File: src/rtl/sound_mixer.sv
// sound_mixer: time-multiplexed per-source volume mix with saturation and an
// optional one-pole DC-blocking high-pass. One MAC per clock; one output
// sample per accepted sample strobe, N_SRC+2 cycles after the strobe.
module sound_mixer #(
    parameter int N_SRC    = 4,
    parameter int DC_SHIFT = 10
) (
    input  logic                 clk_sys,
    input  logic                 reset_n,
    input  logic                 sample_ce,
    input  logic [16*N_SRC-1:0]  src_sound,
    input  logic [4*N_SRC-1:0]   src_vol,
    input  logic                 dc_en,
    input  logic                 overrun_clr,
    output logic [15:0]          sound,
    output logic                 sound_valid,
    output logic                 busy,
    output logic                 overrun
);

    localparam int IW = (N_SRC > 1) ? $clog2(N_SRC) : 1;
    localparam logic [IW-1:0] LAST_IDX = IW'(N_SRC - 1);

    typedef enum logic [1:0] {
        IDLE,
        ACC,
        FILT,
        OUT
    } state_t;

    state_t             state;
    logic signed [15:0] sh_smp [N_SRC];
    logic [3:0]         sh_vol [N_SRC];
    logic               sh_dc;
    logic signed [23:0] acc;
    logic [IW-1:0]      idx;
    logic signed [15:0] x_prev;
    logic signed [25:0] y;

    logic signed [20:0] prod;
    logic signed [25:0] acc_sh;
    logic signed [15:0] m;
    logic signed [16:0] diff;
    logic signed [25:0] d;
    logic signed [25:0] leak;
    logic signed [25:0] y_nxt;
    logic signed [25:0] y_sh;
    logic signed [15:0] r;

    function automatic logic signed [15:0] sat16(input logic signed [25:0] v);
        if (v > 26'sd32767)
            return 16'sh7fff;
        else if (v < -26'sd32768)
            return 16'sh8000;
        else
            return v[15:0];
    endfunction

    // Datapath: current MAC product, shifted/saturated mix and the filter update
    always_comb begin
        prod   = 21'(sh_smp[idx]) * 21'($signed({1'b0, sh_vol[idx]}));
        acc_sh = $signed({{2{acc[23]}}, acc}) >>> 3;
        m      = sat16(acc_sh);
        diff   = 17'(m) - 17'(x_prev);
        d      = $signed({diff[16], diff, 8'd0});
        leak   = y >>> DC_SHIFT;
        y_nxt  = y + d - leak;
        y_sh   = y_nxt >>> 8;
        r      = sh_dc ? sat16(y_sh) : m;
    end

    // Sequencer, shadow latches, accumulator, filter state and registered outputs
    always_ff @(posedge clk_sys or negedge reset_n) begin
        if (!reset_n) begin
            state       <= IDLE;
            sound       <= '0;
            sound_valid <= 1'b0;
            busy        <= 1'b0;
            overrun     <= 1'b0;
            acc         <= '0;
            idx         <= '0;
            x_prev      <= '0;
            y           <= '0;
            sh_dc       <= 1'b0;
            for (int unsigned i = 0; i < N_SRC; i++) begin
                sh_smp[i] <= '0;
                sh_vol[i] <= '0;
            end
        end else begin
            // A strobe outside IDLE is dropped; set has priority over clear
            if (sample_ce && state != IDLE)
                overrun <= 1'b1;
            else if (overrun_clr)
                overrun <= 1'b0;

            case (state)
                IDLE: begin
                    if (sample_ce) begin
                        for (int unsigned i = 0; i < N_SRC; i++) begin
                            sh_smp[i] <= src_sound[16*i +: 16];
                            sh_vol[i] <= src_vol[4*i +: 4];
                        end
                        sh_dc <= dc_en;
                        acc   <= '0;
                        idx   <= '0;
                        busy  <= 1'b1;
                        state <= ACC;
                    end
                end
                ACC: begin
                    acc <= acc + 24'(prod);
                    if (idx == LAST_IDX)
                        state <= FILT;
                    else
                        idx <= idx + 1'b1;
                end
                FILT: begin
                    // Filter state only advances while the latched enable is set
                    if (sh_dc) begin
                        y      <= y_nxt;
                        x_prev <= m;
                    end
                    sound       <= r;
                    sound_valid <= 1'b1;
                    state       <= OUT;
                end
                OUT: begin
                    sound_valid <= 1'b0;
                    busy        <= 1'b0;
                    state       <= IDLE;
                end
                default: state <= IDLE;
            endcase
        end
    end

endmodule

File: config.mk
export PLATFORM = sky130hd
export DESIGN_NAME = sound_mixer
export DESIGN_NICKNAME = d
export VERILOG_FILES = /design/src/rtl/sound_mixer.sv
export SDC_FILE = /design/constraint.sdc
export NUM_CORES = 1
export LEC_CHECK = 0
export ABC_AREA = 1
export CAP_MARGIN = 30
export CORE_UTILIZATION = 35
export DETAILED_ROUTE_END_ITERATION = 8
export SETUP_SLACK_MARGIN = 0.3
export SYNTH_ARGS = -nofsm -noshare
export SYNTH_HDL_FRONTEND = slang
export SYNTH_SLANG_ARGS = --single-unit
File: constraint.sdc
create_clock -name clk_sys -period 7.1 [get_ports clk_sys]
set_clock_uncertainty 0.05 [all_clocks]
set_input_delay 1.42 -clock clk_sys [delete_from_list [all_inputs] [get_ports clk_sys]]
set_output_delay 1.42 -clock clk_sys [all_outputs]
set_load 0.02 [all_outputs]
==> out/results.txt <==
The die is 197 um tall. The per-cell via count in the routed design came out at 4.77. The worst hold-check path type was reg2reg. Averaged over all synthesized cells, the footprint is 7.55 um^2. The endpoint identified for the worst register-to-register timing path is acc[23]. The minimum setup slack among reg-to-reg paths came out at 1.40 ns. For the number of gates resized after CTS, the log shows 0. The hold violation total from the final report is 0.

The clock drives 170 sinks. The library cell used as clock root buffer is clkbuf_16. The synthesized design contains 0 enable-type register cells. Counting cells, the worst reg-to-reg path comes to 21. The post-route netlist has 4.53% of its cells at a drive strength greater than 1. Of all nets on the critical path, the largest fanout is 42.

The critical path launch point type was a flip-flop. The post-synthesis async set-or-reset flop share works out to 100%. The synthesized netlist contains 48 unique library cells. The core area is 37600 um^2. The top cell types in the final layout, fill and taps aside, are nand2_1 (599), inv_1 (226), dfrtp_1 (170). In this run the count of I/O pins placed on the die edge is 104.

The final setup TNS was 0 ns. The tool flagged a number of max-cap violations equal to 0. Summed over all layers, the global routing overflow is 0. The deepest level of the CTS H-tree was 4. The logs give 11700 for the number of global-route vias before repair and 5.97 ns for the endpoint arrival time on the critical path. Clock slew seen by the registers of the worst setup and hold paths: 0.08 ns.

In the finished design, the share of the clock period the worst path needs comes to 80.2%. The logs give 2367 for the final cell count without fillers and 0 for the quantity of hold-fixing buffers added after cts. STA puts the critical path data required time at 7.37 ns. Buffers added to address setup during post-CTS repair amount to 0. For the number of diodes, the log shows 0. The synthesized design spends more area on one cell type than any other, namely dfrtp_1.

The logs give 1763 for the number of cells produced by synthesis and 0 for the post-route antenna net violation count. Number of port buffers: 103. The final count of pins violating max slew is 0. After synthesis, the cell types taking the most area are dfrtp_1 (32%), nand2_1 (17%), fa_1 (12%), ha_1 (9.5%), inv_1 (6.4%). The first global-routing pass estimated 58.7 mm of wire. The count of yosys warnings during synthesis was 0; the flip-flop and latch count after synthesis was 170. The flow ran to the end, and the final reports show no timing, DRC or antenna violations.

The floorplan step defined a die boundary enclosing 38800 um^2. The initialized floorplan defines 71 standard-cell rows. The worst register-to-register path begins at idx[0]. The number of stages on the worst hold path was 2.

The number of instances in the placed design is 2334. The maximum number of pins on one net before global-route repair is 83. At the end of routability-driven placement, the weighted congestion stood at 0.938. In the global route stage, overall resource usage came out at 19.0%. Timing startpoint of the critical path: idx[0].

The synthesized design devotes to its leading area cell type 32.0% of total area. The fmax came out at 176 MHz. Following the worst setup path forward leads to its endpoint at acc[23].

The relative slew slack was 38.9%. By startpoint and endpoint, the worst setup path is classified as reg2reg. The leading cell type in the layout, fill and taps excluded was nand2_1. The minimum period implied by the final worst setup slack works out to 5.70 ns. Detailed placement ended at an HPWL of 27.8 mm. Detailed routing inserted a total of 11300 vias.

The buffer depth of the longest clock path came out at 2. For this run, the leading register cell type out of synthesis is dfrtp_1. Setup violations remaining at the end of the flow were counted as 0.

After synthesis the cells add up to 13300 um^2. TritonCTS built the clock tree. From left edge to right edge, the die measures 197 um. The share of the Yosys chip area taken by registers is 32.0%. At the pin with the least slew margin, the transition time is 0.913 ns. The sort of element at the end of the critical path is a flip-flop. For the number of antenna violations at the first check in global routing, the log shows 0.

Synthesis produced a netlist with a net count of 2026. Setup repair after global routing left no endpoint under its margin. After detailed routing, the average wire length per cell comes to 14.8 um.

The first detailed-routing pass took 5 iterations. For the worst-skew pair, the clock arrives at the later sink with an insertion delay of 0.45 ns. The run gives 35.1 mm as the total wire length. Buffers inserted during clock tree synthesis total 17. After filler insertion, the fill cell instance count of the layout stands at 3898.

For this run, the post-layout net count is 2106. The area growth from synthesis to layout is 16.1%. The first routing iteration left 536 violations.

After detailed routing, the number of remaining DRC violations is 0. For this configuration, the core starts out at a cell density of 35.4%.
-- synthesized netlist by cell type (2+ instances only) --
master,count
inv_1,227
nand3_1,37
o211ai_1,3
a22o_1,3
o21ai_0,109
o21bai_1,12
nand2_2,19
dfrtp_1,170
o22ai_1,9
a21o_1,3
a31oi_1,7
buf_1,7
a32o_1,13
nand4_1,8
o21ai_1,13
a21oi_1,91
nand2_1,600
clkbuf_1,44
xor2_1,22
nor2_2,4
nand3_2,2
nor2_1,125
xnor2_1,15
or2_2,2
inv_2,5
ha_1,101
o31ai_1,3
nor3_1,10
fa_1,77
a32oi_1,4
-- per-stage QoR --
stage                     util [%]  cell area [um^2]  setup WS, ns  hold WS, ns
after detailed placement      39.5             14800          1.40        0.416
after CTS                     41.1             15400          1.38        0.436
final                         41.1             15500          1.40        0.433
after global placement        39.5             14800          1.51        0.414
after floorplan                  -             13300          2.20        0.394
after global routing          41.1             15500         0.780        0.458
-- area by class of cell --
class,instances,area (um^2),area share (%)
well taps,511,639,4.14
clock buffers,18,439,2.84
inverters,233,875,5.66
clock inverters,14,150,0.972
repair buffers,116,1150,7.44
multi-input cells,1305,7950,51.4
flip-flops and latches,170,4250,27.5
-- worst min-delay path by stage --
stage / to / from / slack, ns
3_5_place_dp: sh_vol[7] / sh_vol[7] / 0.42
3_3_place_gp: sh_smp[5] / sh_smp[5] / 0.41
6_report: sound[2] / sound[2] / 0.43
2_1_floorplan: sh_smp[31] / sh_smp[31] / 0.39
5_1_grt: sound[2] / sound[2] / 0.46
4_1_cts: sh_smp[1] / sh_smp[1] / 0.44
-- worst max-delay path, stage by stage, from the launching register on --
cell and delay (ns):
dfrtp_1 0.37, buf_4 0.26, inv_1 0.09, buf_4 0.37, nand2_1 0.10, a32oi_1 0.23, inv_1 0.26, nor2_1 0.50
inv_1 0.27, fa_1 0.54, inv_1 0.05, fa_1 0.46, fa_1 0.49, ha_1 0.38, a21oi_1 0.20, o21ai_0 0.16
a211oi_1 0.22, nand3_1 0.14, nand2_1 0.09, nand2_1 0.06, o21ai_0 0.20, nand2_1 0.08
-- kinds of logic after synthesis --
logic type | count (synthesis) | share of synthesized area [%]
flip-flops | 170 | 32.0
XOR/XNOR | 37 | 2.43
AND/OR/NAND/NOR | 813 | 24.3
buffers and inverters | 288 | 8.38
AO/OA/AOI/OAI | 277 | 11.8
adder cells (fa/ha/maj) | 178 | 21.1
-- flip-flops by register name, summed over array words and instances, names as in the netlist, 2 cells and up --
name	flops
state	2
idx	2
sh_smp	64
sound	16
x_prev	16
acc	24
sh_vol	16
y	26
-- metal layers --
| metal | global-route usage, % | routed length (um) | vias to the layer above |
|---|---|---|---|
| met2 | 33.6 | 17400 | 217 |
| met1 | 24.5 | 15900 | 5322 |
| met4 | 4.57 | 608 | 0 |
| li1 | - | - | 5722 |
| met5 | 0 | 0 | - |
| met3 | 2.60 | 1230 | 35 |
Power is not shown: default switching activity piles up to over one toggle a cycle in this logic, so the estimate is an artifact.
